$ cat src/rtl/commit_trace_if.sv
// commit_trace_if
//   Bundles the two channels of the commit trace port:
//   - retire channel (core -> trace port): ret_* event fields, with stall_out
//     returned to the core as back-pressure.
//   - trace channel (trace port -> sink): trc_* head record, trc_valid/trc_ready.
//
// Handshake rules:
//   retire: an event is taken on a rising edge where ret_valid=1, stall_out=0
//           and the port is still accepting (no halt seen). While stall_out=1
//           the core must hold the event and keep ret_valid asserted.
//   trace:  a record moves on a rising edge where trc_valid=1 and trc_ready=1.
//           While trc_valid=1 and trc_ready=0 all trc_* fields hold steady.
//
// Modports: master = core/sink side, slave = trace port.
interface commit_trace_if;
  logic        ret_valid;
  logic [15:0] ret_pc;
  logic [15:0] ret_inst;
  logic        ret_regwrite;
  logic [2:0]  ret_wreg;
  logic [15:0] ret_wdata;
  logic        ret_memread;
  logic        ret_memwrite;
  logic [15:0] ret_memaddr;
  logic [15:0] ret_memdata;
  logic        ret_halt;
  logic        stall_out;

  logic        trc_valid;
  logic        trc_ready;
  logic [31:0] trc_inum;
  logic [2:0]  trc_kind;
  logic [15:0] trc_pc;
  logic [2:0]  trc_reg;
  logic [15:0] trc_regval;
  logic [15:0] trc_addr;
  logic [15:0] trc_memval;

  modport master (
    output ret_valid, ret_pc, ret_inst, ret_regwrite, ret_wreg, ret_wdata,
           ret_memread, ret_memwrite, ret_memaddr, ret_memdata, ret_halt,
           trc_ready,
    input  stall_out, trc_valid, trc_inum, trc_kind, trc_pc, trc_reg,
           trc_regval, trc_addr, trc_memval
  );

  modport slave (
    input  ret_valid, ret_pc, ret_inst, ret_regwrite, ret_wreg, ret_wdata,
           ret_memread, ret_memwrite, ret_memaddr, ret_memdata, ret_halt,
           trc_ready,
    output stall_out, trc_valid, trc_inum, trc_kind, trc_pc, trc_reg,
           trc_regval, trc_addr, trc_memval
  );
endinterface

$ cat src/rtl/commit_trace_port.sv
// commit_trace_port
//   Producer side of the per-instruction commit trace. Classifies each
//   retirement event into a record kind, tags it with a sequential
//   instruction number, buffers it in a DEPTH-entry FIFO and streams it out.
//
// Ports:
//   clk, rst           clock; synchronous active-high reset
//   bus (slave)        retire channel in, trace channel out (commit_trace_if)
//   cycle_count        cycles since reset, frozen once the halt has drained
//   inst_count         records enqueued since reset
//   halted             the halt record has left the FIFO
//   dbg_state_o        current FSM state (RUN/DRAIN/DONE)
//   dbg_last_inst_o    instruction word of the most recently enqueued event
module commit_trace_port #(
  parameter int DEPTH = 4,
  parameter int PTR_W = 2
) (
  input  logic          clk,
  input  logic          rst,
  commit_trace_if.slave bus,
  output logic [31:0]   cycle_count,
  output logic [31:0]   inst_count,
  output logic          halted,
  output logic [1:0]    dbg_state_o,
  output logic [15:0]   dbg_last_inst_o
);

  localparam logic [2:0] K_NOP  = 3'd0;
  localparam logic [2:0] K_REG  = 3'd1;
  localparam logic [2:0] K_LD   = 3'd2;
  localparam logic [2:0] K_ST   = 3'd3;
  localparam logic [2:0] K_STU  = 3'd4;
  localparam logic [2:0] K_HALT = 3'd5;

  localparam logic [PTR_W:0] FULL_CNT = (PTR_W+1)'(DEPTH);

  typedef enum logic [1:0] {
    S_RUN   = 2'd0,
    S_DRAIN = 2'd1,
    S_DONE  = 2'd2
  } state_t;

  state_t state_q, state_d;

  logic [PTR_W-1:0] wr_ptr_q, wr_ptr_d;
  logic [PTR_W-1:0] rd_ptr_q, rd_ptr_d;
  logic [PTR_W:0]   count_q, count_d;
  logic [31:0]      cycle_q, cycle_d;
  logic [31:0]      inst_q, inst_d;
  logic [15:0]      last_inst_q, last_inst_d;

  // Record storage; contents are only observable through the head when the
  // FIFO is non-empty, so it carries no reset.
  logic [31:0] inum_mem   [DEPTH];
  logic [2:0]  kind_mem   [DEPTH];
  logic [15:0] pc_mem     [DEPTH];
  logic [2:0]  reg_mem    [DEPTH];
  logic [15:0] regval_mem [DEPTH];
  logic [15:0] addr_mem   [DEPTH];
  logic [15:0] memval_mem [DEPTH];

  logic        full;
  logic        not_empty;
  logic        enq;
  logic        deq;

  logic [2:0]  in_kind;
  logic [2:0]  in_reg;
  logic [15:0] in_regval;
  logic [15:0] in_addr;
  logic [15:0] in_memval;

  // Classification: first match wins. Fields a kind does not carry are
  // stored as zero so the sink never sees stale bus values.
  always_comb begin
    in_kind   = K_NOP;
    in_reg    = '0;
    in_regval = '0;
    in_addr   = '0;
    in_memval = '0;
    if (bus.ret_regwrite && bus.ret_memwrite) begin
      in_kind   = K_STU;
      in_reg    = bus.ret_wreg;
      in_regval = bus.ret_wdata;
      in_addr   = bus.ret_memaddr;
      in_memval = bus.ret_memdata;
    end else if (bus.ret_regwrite && bus.ret_memread) begin
      in_kind   = K_LD;
      in_reg    = bus.ret_wreg;
      in_regval = bus.ret_wdata;
      in_addr   = bus.ret_memaddr;
    end else if (bus.ret_regwrite) begin
      in_kind   = K_REG;
      in_reg    = bus.ret_wreg;
      in_regval = bus.ret_wdata;
    end else if (bus.ret_halt) begin
      in_kind   = K_HALT;
    end else if (bus.ret_memwrite) begin
      in_kind   = K_ST;
      in_addr   = bus.ret_memaddr;
      in_memval = bus.ret_memdata;
    end
  end

  // Full blocks enqueue even when a dequeue happens in the same cycle; this
  // keeps stall_out a pure function of registered occupancy.
  assign full      = (count_q == FULL_CNT);
  assign not_empty = (count_q != '0);
  assign enq       = bus.ret_valid && !full && (state_q == S_RUN);
  assign deq       = not_empty && bus.trc_ready;

  assign bus.stall_out = full;
  assign bus.trc_valid = not_empty;

  // Head outputs read zero while empty, which also gives the zero reset
  // values without clearing the storage array.
  assign bus.trc_inum   = not_empty ? inum_mem[rd_ptr_q]   : '0;
  assign bus.trc_kind   = not_empty ? kind_mem[rd_ptr_q]   : '0;
  assign bus.trc_pc     = not_empty ? pc_mem[rd_ptr_q]     : '0;
  assign bus.trc_reg    = not_empty ? reg_mem[rd_ptr_q]    : '0;
  assign bus.trc_regval = not_empty ? regval_mem[rd_ptr_q] : '0;
  assign bus.trc_addr   = not_empty ? addr_mem[rd_ptr_q]   : '0;
  assign bus.trc_memval = not_empty ? memval_mem[rd_ptr_q] : '0;

  always_ff @(posedge clk) begin
    if (enq) begin
      inum_mem[wr_ptr_q]   <= inst_q;
      kind_mem[wr_ptr_q]   <= in_kind;
      pc_mem[wr_ptr_q]     <= bus.ret_pc;
      reg_mem[wr_ptr_q]    <= in_reg;
      regval_mem[wr_ptr_q] <= in_regval;
      addr_mem[wr_ptr_q]   <= in_addr;
      memval_mem[wr_ptr_q] <= in_memval;
    end
  end

  // Pointers, occupancy and counters.
  always_comb begin
    wr_ptr_d    = wr_ptr_q;
    rd_ptr_d    = rd_ptr_q;
    count_d     = count_q;
    inst_d      = inst_q;
    cycle_d     = cycle_q;
    last_inst_d = last_inst_q;

    if (enq) begin
      wr_ptr_d    = wr_ptr_q + 1'b1;
      inst_d      = inst_q + 32'd1;
      last_inst_d = bus.ret_inst;
    end
    if (deq) begin
      rd_ptr_d = rd_ptr_q + 1'b1;
    end
    case ({enq, deq})
      2'b10:   count_d = count_q + 1'b1;
      2'b01:   count_d = count_q - 1'b1;
      default: count_d = count_q;
    endcase

    if (state_q != S_DONE) begin
      cycle_d = cycle_q + 32'd1;
    end
  end

  // FSM: RUN accepts events; once a halt is enqueued DRAIN lets the FIFO
  // empty; DONE is entered as the halt record leaves and holds until reset.
  always_comb begin
    state_d = state_q;
    case (state_q)
      S_RUN: begin
        if (enq && (in_kind == K_HALT)) state_d = S_DRAIN;
      end
      S_DRAIN: begin
        if (deq && (kind_mem[rd_ptr_q] == K_HALT)) state_d = S_DONE;
      end
      S_DONE: begin
        state_d = S_DONE;
      end
      default: begin
        state_d = S_RUN;
      end
    endcase
  end

  always_ff @(posedge clk) begin
    if (rst) begin
      state_q     <= S_RUN;
      wr_ptr_q    <= '0;
      rd_ptr_q    <= '0;
      count_q     <= '0;
      cycle_q     <= '0;
      inst_q      <= '0;
      last_inst_q <= '0;
    end else begin
      state_q     <= state_d;
      wr_ptr_q    <= wr_ptr_d;
      rd_ptr_q    <= rd_ptr_d;
      count_q     <= count_d;
      cycle_q     <= cycle_d;
      inst_q      <= inst_d;
      last_inst_q <= last_inst_d;
    end
  end

  assign cycle_count     = cycle_q;
  assign inst_count      = inst_q;
  assign halted          = (state_q == S_DONE);
  assign dbg_state_o     = state_q;
  assign dbg_last_inst_o = last_inst_q;

endmodule
$ cat src/flat_wrapper.sv
// flat-port wrapper written by rule: the top's interface ports become plain ports
module commit_trace_port_flat 
#(
  parameter int DEPTH = 4,
  parameter int PTR_W = 2
)
  (clk, rst, cycle_count, inst_count, halted, dbg_state_o, dbg_last_inst_o, bus_ret_valid, bus_ret_pc, bus_ret_inst, bus_ret_regwrite, bus_ret_wreg, bus_ret_wdata, bus_ret_memread, bus_ret_memwrite, bus_ret_memaddr, bus_ret_memdata, bus_ret_halt, bus_trc_ready, bus_stall_out, bus_trc_valid, bus_trc_inum, bus_trc_kind, bus_trc_pc, bus_trc_reg, bus_trc_regval, bus_trc_addr, bus_trc_memval);
  commit_trace_if bus_i ();
  input  logic clk;
  input  logic rst;
  output logic [31:0] cycle_count;
  output logic [31:0] inst_count;
  output logic halted;
  output logic [1:0] dbg_state_o;
  output logic [15:0] dbg_last_inst_o;
  input wire logic [$bits(bus_i.ret_valid)-1:0] bus_ret_valid;
  input wire logic [$bits(bus_i.ret_pc)-1:0] bus_ret_pc;
  input wire logic [$bits(bus_i.ret_inst)-1:0] bus_ret_inst;
  input wire logic [$bits(bus_i.ret_regwrite)-1:0] bus_ret_regwrite;
  input wire logic [$bits(bus_i.ret_wreg)-1:0] bus_ret_wreg;
  input wire logic [$bits(bus_i.ret_wdata)-1:0] bus_ret_wdata;
  input wire logic [$bits(bus_i.ret_memread)-1:0] bus_ret_memread;
  input wire logic [$bits(bus_i.ret_memwrite)-1:0] bus_ret_memwrite;
  input wire logic [$bits(bus_i.ret_memaddr)-1:0] bus_ret_memaddr;
  input wire logic [$bits(bus_i.ret_memdata)-1:0] bus_ret_memdata;
  input wire logic [$bits(bus_i.ret_halt)-1:0] bus_ret_halt;
  input wire logic [$bits(bus_i.trc_ready)-1:0] bus_trc_ready;
  output wire logic [$bits(bus_i.stall_out)-1:0] bus_stall_out;
  output wire logic [$bits(bus_i.trc_valid)-1:0] bus_trc_valid;
  output wire logic [$bits(bus_i.trc_inum)-1:0] bus_trc_inum;
  output wire logic [$bits(bus_i.trc_kind)-1:0] bus_trc_kind;
  output wire logic [$bits(bus_i.trc_pc)-1:0] bus_trc_pc;
  output wire logic [$bits(bus_i.trc_reg)-1:0] bus_trc_reg;
  output wire logic [$bits(bus_i.trc_regval)-1:0] bus_trc_regval;
  output wire logic [$bits(bus_i.trc_addr)-1:0] bus_trc_addr;
  output wire logic [$bits(bus_i.trc_memval)-1:0] bus_trc_memval;
  assign bus_i.ret_valid = bus_ret_valid;
  assign bus_i.ret_pc = bus_ret_pc;
  assign bus_i.ret_inst = bus_ret_inst;
  assign bus_i.ret_regwrite = bus_ret_regwrite;
  assign bus_i.ret_wreg = bus_ret_wreg;
  assign bus_i.ret_wdata = bus_ret_wdata;
  assign bus_i.ret_memread = bus_ret_memread;
  assign bus_i.ret_memwrite = bus_ret_memwrite;
  assign bus_i.ret_memaddr = bus_ret_memaddr;
  assign bus_i.ret_memdata = bus_ret_memdata;
  assign bus_i.ret_halt = bus_ret_halt;
  assign bus_i.trc_ready = bus_trc_ready;
  assign bus_stall_out = bus_i.stall_out;
  assign bus_trc_valid = bus_i.trc_valid;
  assign bus_trc_inum = bus_i.trc_inum;
  assign bus_trc_kind = bus_i.trc_kind;
  assign bus_trc_pc = bus_i.trc_pc;
  assign bus_trc_reg = bus_i.trc_reg;
  assign bus_trc_regval = bus_i.trc_regval;
  assign bus_trc_addr = bus_i.trc_addr;
  assign bus_trc_memval = bus_i.trc_memval;
  commit_trace_port #(.DEPTH(DEPTH), .PTR_W(PTR_W)) u_core (.clk(clk), .rst(rst), .bus(bus_i), .cycle_count(cycle_count), .inst_count(inst_count), .halted(halted), .dbg_state_o(dbg_state_o), .dbg_last_inst_o(dbg_last_inst_o));
endmodule
$ cat config.mk
export PLATFORM = sky130hd
export DESIGN_NAME = commit_trace_port_flat
export DESIGN_NICKNAME = d
export VERILOG_FILES = /design/src/rtl/commit_trace_if.sv /design/src/rtl/commit_trace_port.sv /design/src/flat_wrapper.sv
export SDC_FILE = /design/constraint.sdc
export NUM_CORES = 1
export LEC_CHECK = 0
export BUFFER_PORTS_ARGS = -buffer_cell sky130_fd_sc_hd__buf_2
export CAP_MARGIN = 0
export CORE_ASPECT_RATIO = 0.6
export CORE_MARGIN = 2
export CORE_UTILIZATION = 45
export DETAILED_ROUTE_END_ITERATION = 6
export HOLD_SLACK_MARGIN = 0.05
export PLACE_DENSITY = 0.65
export SLEW_MARGIN = 15
export SYNTH_ARGS = -nofsm -noshare
export SYNTH_HDL_FRONTEND = slang
export SYNTH_SLANG_ARGS = --single-unit
$ cat constraint.sdc
create_clock -name clk -period 5 [get_ports clk]
set_input_delay 0.25 -clock clk [delete_from_list [all_inputs] [get_ports clk]]
set_output_delay 0.25 -clock clk [all_outputs]
set_load 0.005 [all_outputs]
==> results of run 1 <==
[cells in the mapped netlist, drive strengths merged (18+ instances only)]
cell type	n
nand2	57
o21ai	19
and3	19
dfxtp	91
mux2	18
nor2	50
a21oi	44
mux4	102
and2	127
or3	18
nor2b	34
clkbuf	42
edfxtp	408
nand4	18
buf	26
[registers in the layout, indices dropped and copies added, names as in the netlist, 3 cells and up, named ones only]
name and flops:
u_core.addr_mem 64, u_core.count_q 3, u_core.cycle_count 32, u_core.dbg_last_inst_o 16, u_core.inst_count 32, u_core.inum_mem 128, u_core.kind_mem 12, u_core.memval_mem 64
u_core.pc_mem 64, u_core.reg_mem 12, u_core.regval_mem 64
[through the flow]
stage | util (%) | power (W) | hold slack, ns
4_1_cts | 54.44 | 0.01204 | 0.05074
2_1_floorplan | - | 0.007478 | 0.3489
5_1_grt | 54.44 | 0.01248 | 0.06480
6_report | 54.44 | 0.01186 | 0.07128
3_5_place_dp | 50.36 | 0.008703 | 0.4465
3_3_place_gp | 50.36 | 0.008644 | 0.4419
[routing by layer]
layer | share of wire, % | up-vias | wire, um
met4 | 1.3 | 2 | 609
met2 | 48 | 303 | 21490
met5 | 0.024 | - | 11
li1 | - | 5252 | -
met3 | 5.7 | 52 | 2562
met1 | 45 | 5873 | 20520
[cells by family (layout without fill, tap and decap cells)]
group / Yosys count / after routing / synth area share (%)
flops: 499 / 499 / 70.52
compound gates: 74 / 74 / 2.013
fa+ha+maj: 12 / 12 / 0.7900
simple gates: 392 / 392 / 11.07
mux: 123 / 123 / 12.68
buf+inv: 85 / 435 / 1.787
xor+xnor: 26 / 26 / 1.141
[timing repair]
action | in CTS | in global routing
hold buffers | 38 | 0
resized for setup | 0 | 0
endpoints found under the hold margin | 101 | 0
[power groups by stage]
stage	registers (W)	logic [W]	clock network, W
floorplan	0.00550	0.00197	0
global placement	0.00560	0.00305	0
detailed placement	0.00562	0.00308	0
CTS	0.00554	0.00312	0.00339
global route	0.00560	0.00332	0.00356
finish	0.00552	0.00303	0.00330
[final timing paths]
path / startpoint / endpoint / cells after the start / slack, ns
setup / recovery: u_core.dbg_state_o[0] / u_core.count_q[2] / 11 / 1.28
hold / removal: bus_ret_wdata[6] / u_core.regval_mem[3][6] / 2 / 0.07
setup reg to reg: u_core.dbg_state_o[0] / u_core.count_q[2] / 11 / 1.28
hold reg to reg: u_core.dbg_last_inst_o[2] / u_core.dbg_last_inst_o[2] / 2 / 0.46
[final cells by class]
cell class	instances	area share, %
flip-flops and latches	499	59.38
clock buffers	71	5.562
well taps	579	3.055
inverters	17	0.2691
repair buffers	331	8.021
multi-input cells	627	23.37
clock inverters	16	0.3377
[worst max-delay path, stage by stage, from the launching register on]
cell and delay (ns):
dfxtp_1 0.34, inv_1 0.11, ha_1 0.22, nand2_1 0.13
nor2_2 0.80, clkinv_1 0.79, ha_1 0.47, inv_1 0.07
fa_1 0.17, xor2_1 0.07, or3_1 0.31, a21oi_1 0.14
==> flow_summary_export.csv, run 1 <==
group,metric,value,unit
outcome,outcome,"finished, violations left",
outcome,violations,"design-rule violations",
finish,layout.cells.most_common_list,"408 x edfxtp_1, 276 x buf_2, 123 x and2_1",
finish,fin_area,23710,um^2
yosys,synth-edff-count,408,
yosys,synthFlopType,"edfxtp_1",
timing,slew_headroom,26.71,%
clock_tree,htree_levels,2,
global_route,grt_pass1_wl,69170,um
drt,ant_nets,0,
yosys,yosysSeqAreaShare,70.52,%
timing,fin_crit_sh,74.35,%
finish,areaGrowthSynthToFinish,18.82,%
drt,vias,11480,
placed_design,dp.cells,2015,
finish,instances_no_fill,2140,
power,intPower,0.008517,W
finish,nFillCells,3534,
setup_path,start_kind,"flip-flop",
global_route,busiest_layer,"met2",
timing,slew_violations,0,
placed_design,io_buffer_count,277,
drt,dr.pass1.iters,7,
floorplan,dieArea,46100,um^2
global_route,grt_use_met2,31.22,%
finish,mostFrequentLayoutCell,"edfxtp_1",
floorplan,pin_count,278,
yosys,synth_top_area_share,61.39,%
setup_path,crit_required,5.48,ns
power,netSwitchingPower,0.003343,W
global_route,grt_use_met1,28.30,%
yosys,yosysTopAreaCell,"edfxtp_1",
yosys,syn_area,19960,um^2
timing,finClkSkew,0.01114,ns
setup_path,crit_fanout,25,
timing,period_minus_slack,3.717,ns
placed_design,gp_congestion,0.7996,
global_route,use_met3,3.571,%
finish,final_nets,1626,
yosys,ys_top_cells_by_area,"edfxtp_1 61%, mux4_2 12%, dfxtp_1 9.1%",
drt,post-route-drc-count,9,
global_route,antenna_found_initial,2,
timing,rsz0062_at_grt,"false",
power,p_comb_share,25.6,%
power,leakage,8.428,nW
clock_tree,clk_pin_slew,0.06,ns
timing,fmax,269.0,MHz
yosys,ys_seq_elements,499,
drt,wl_per_cell,21.11,um
drt,wl,45190,um
floorplan,initial_core_util,45.82,%
yosys,synth_nets,1314,
floorplan,placementRows,59,
placed_design,placed_cell_area,21930,um^2
clock_tree,clock-sinks,499,
yosys,synthArstFlopShare,0,%
yosys,syn_area_per_cell,16.48,um^2
setup_path,path_class,"reg -> reg",
power,swShare,28.19,%
clock_tree,root_buffer,"clkbuf_16",
yosys,yosysUniqueCellTypes,42,
drt,viasPerCell,5.365,
global_route,grt_use_total,19.56,%
clock_tree,cts_buffer_depth,3,
worst_hold_path,hold_class,"in -> reg",
power,seqPwrFrac,46.6,%
timing,worst_pin_slew,1.099,ns
clock_tree,cts_tree,"built",
timing,setup_slack,1.283,ns
floorplan,dieHeight,167.1,um
timing,fin_setup_tns,0,ns
yosys,synth_cells,1211,
finish,antenna_cells,0,
power,clockPowerShare,27.9,%
timing,final_hold_viol_count,0,
global_route,overflow,0,
floorplan,coreArea,43550,um^2
floorplan,die_w,275.9,um
yosys,yosysWarnings,0,
global_route,first_global_vias,11830,
power,peakVddDrop,0.3496,mV
placed_design,hpwl,27490,um
finish,ff_latch_area,14080,um^2
finish,multi_input_area,5542,um^2
setup_path,cp-end-kind,"flip-flop",
power,power_density,500.2,nW/um^2
global_route,grt_max_degree,67,
drt,drtIter0Drc,825,
clock_tree,cts_made_buffers,47,
clock_tree,postCtsSetupRepairBufs,0,
placed_design,post-place-ws,1.325,ns
timing,final-setup-viol-count,0,
finish,layout-drive-gt1-share,30.88,%
clock_tree,clock_latency,0.56,ns
setup_path,crit_arrival,4.20,ns
flow_run,drv_cap,0,
No activity file was read; power rests on OpenSTA's default activity.
==> run 2, diff against run 1 <==
clock period = 3.6 ns   (was 5 ns; I/O delays follow)
==> flow_summary_export.csv, run 2 (synthesized netlist as in run 1, its figures left out) <==
group,metric,value,unit
outcome,outcome,"finished, violations left",
outcome,violations,"design-rule violations",
clock_tree,clk_pin_slew,0.07,ns
drt,drtIter0Drc,881,
power,leakage,8.798,nW
power,seqPwrFrac,43.9,%
setup_path,path_class,"reg -> out",
floorplan,coreArea,43550,um^2
finish,nFillCells,3464,
drt,ant_nets,0,
timing,final-setup-viol-count,0,
finish,mostFrequentLayoutCell,"edfxtp_1",
timing,finClkSkew,0.01386,ns
finish,instances_no_fill,2198,
global_route,overflow,0,
global_route,antenna_found_initial,1,
clock_tree,htree_levels,2,
power,netSwitchingPower,0.004727,W
drt,wl_per_cell,20.60,um
finish,regMostFlops,"u_core.inum_mem",
setup_path,crit_fanout,28,
global_route,use_met3,3.528,%
global_route,grt_use_met1,28.57,%
global_route,first_global_vias,12000,
global_route,grt_use_total,19.82,%
drt,dr.pass1.iters,7,
power,swShare,27.46,%
setup_path,crit_required,3.42,ns
floorplan,initial_core_util,45.82,%
power,p_comb_share,25.9,%
power,intPower,0.01249,W
worst_hold_path,hold_class,"in -> reg",
floorplan,die_w,275.9,um
timing,whs,0.07743,ns
clock_tree,cts_tree,"built",
finish,final_nets,1682,
drt,wl,45280,um
timing,final_hold_viol_count,0,
drt,post-route-drc-count,9,
timing,fin_setup_tns,0,ns
setup_path,crit_arrival,2.50,ns
power,power_density,700.9,nW/um^2
timing,slew_headroom,39.15,%
floorplan,placementRows,59,
clock_tree,root_buffer,"clkbuf_16",
floorplan,dieArea,46100,um^2
clock_tree,clock_latency,0.57,ns
finish,fin_area,24560,um^2
floorplan,dieHeight,167.1,um
power,clockPowerShare,30.2,%
floorplan,pin_count,278,
timing,fmax,373.0,MHz
global_route,grt_pass1_wl,70190,um
drt,viasPerCell,5.313,
clock_tree,clock-sinks,499,
timing,fin_crit_sh,74.47,%
finish,layout-drive-gt1-share,31.27,%
clock_tree,postCtsSetupRepairBufs,0,
clock_tree,cts_buffer_depth,3,
finish,largest_reg_flops,128,
global_route,grt_use_met2,31.61,%
global_route,busiest_layer,"met2",
flow_run,drv_cap,0,
setup_path,start_kind,"flip-flop",
timing,rsz0062_at_grt,"false",
finish,areaGrowthSynthToFinish,23.08,%
setup_path,cp-end-kind,"output pin",
placed_design,hpwl,28310,um
finish,layout.cells.most_common_list,"408 x edfxtp_1, 276 x buf_2, 123 x and2_1",
timing,period_minus_slack,2.681,ns
timing,slew_violations,0,
drt,vias,11680,
timing,worst_pin_slew,0.9127,ns
clock_tree,cts_made_buffers,47,
placed_design,io_buffer_count,277,
placed_design,gp_congestion,0.8161,
power,peakVddDrop,0.3939,mV
placed_design,placed_cell_area,22110,um^2
placed_design,dp.cells,2026,
global_route,grt_max_degree,89,
[run 2: cell type report]
type                    count  area (um^2)  area share (%)
well taps                 579        724.4           2.949
repair buffers            387         2522           10.27
flip-flops and latches    499        14080           57.33
clock inverters            28        357.8           1.457
diodes                      1        2.502         0.01019
multi-input cells         627         5545           22.58
inverters                  17        63.81          0.2598
clock buffers              60         1265           5.150
[run 2: final timing paths]
| path | endpoint | slack (ns) | depth (start not counted) | startpoint |
|---|---|---|---|---|
| min reg2reg | u_core.dbg_last_inst_o[10] | 0.46 | 2 | u_core.dbg_last_inst_o[10] |
| min | u_core.kind_mem[1][0] | 0.08 | 2 | bus_ret_halt |
| max | bus_trc_regval[14] | 0.92 | 4 | flip-flop |
| max reg2reg | u_core.cycle_count[19] | 1.03 | 6 | u_core.dbg_state_o[0] |
[run 2: metal layers]
metal  share of wire [%]  up-vias
met3                 5.0       62
met4                 1.9        0
met1                  46     5960
met5                   0        -
met2                  47      286
li1                    -     5370
[run 2: repair_timing]
item | in CTS | in global routing
endpoints found under the hold margin | 284 | 0
gates resized for setup | 0 | 0
hold buffers | 83 | 0
[run 2: worst max-delay path, cell delays in order (launching register included)]
cell	delay [ns]
dfxtp_4	0.47
buf_4	0.52
mux4_2	0.62
and2_1	0.18
buf_2	0.12
[run 2: through the flow]
step / total power, W / util [%] / setup WS (ns)
3_5_place_dp: 0.01220 / 50.76 / 1.075
5_1_grt: 0.01808 / 56.39 / 0.7458
3_3_place_gp: 0.01212 / 50.76 / 1.134
4_1_cts: 0.01749 / 56.39 / 0.8422
2_1_floorplan: 0.01034 / - / 0.6084
6_report: 0.01722 / 56.39 / 0.9192
[run 2: power by group through the flow]
stage / registers (W) / clock network (W) / logic, W
floorplan: 0.00759 / 0 / 0.00275
global placement: 0.00763 / 0 / 0.00449
detailed placement: 0.00768 / 0 / 0.00452
CTS: 0.00756 / 0.00532 / 0.00461
global route: 0.00764 / 0.00554 / 0.00490
finish: 0.00756 / 0.00519 / 0.00447
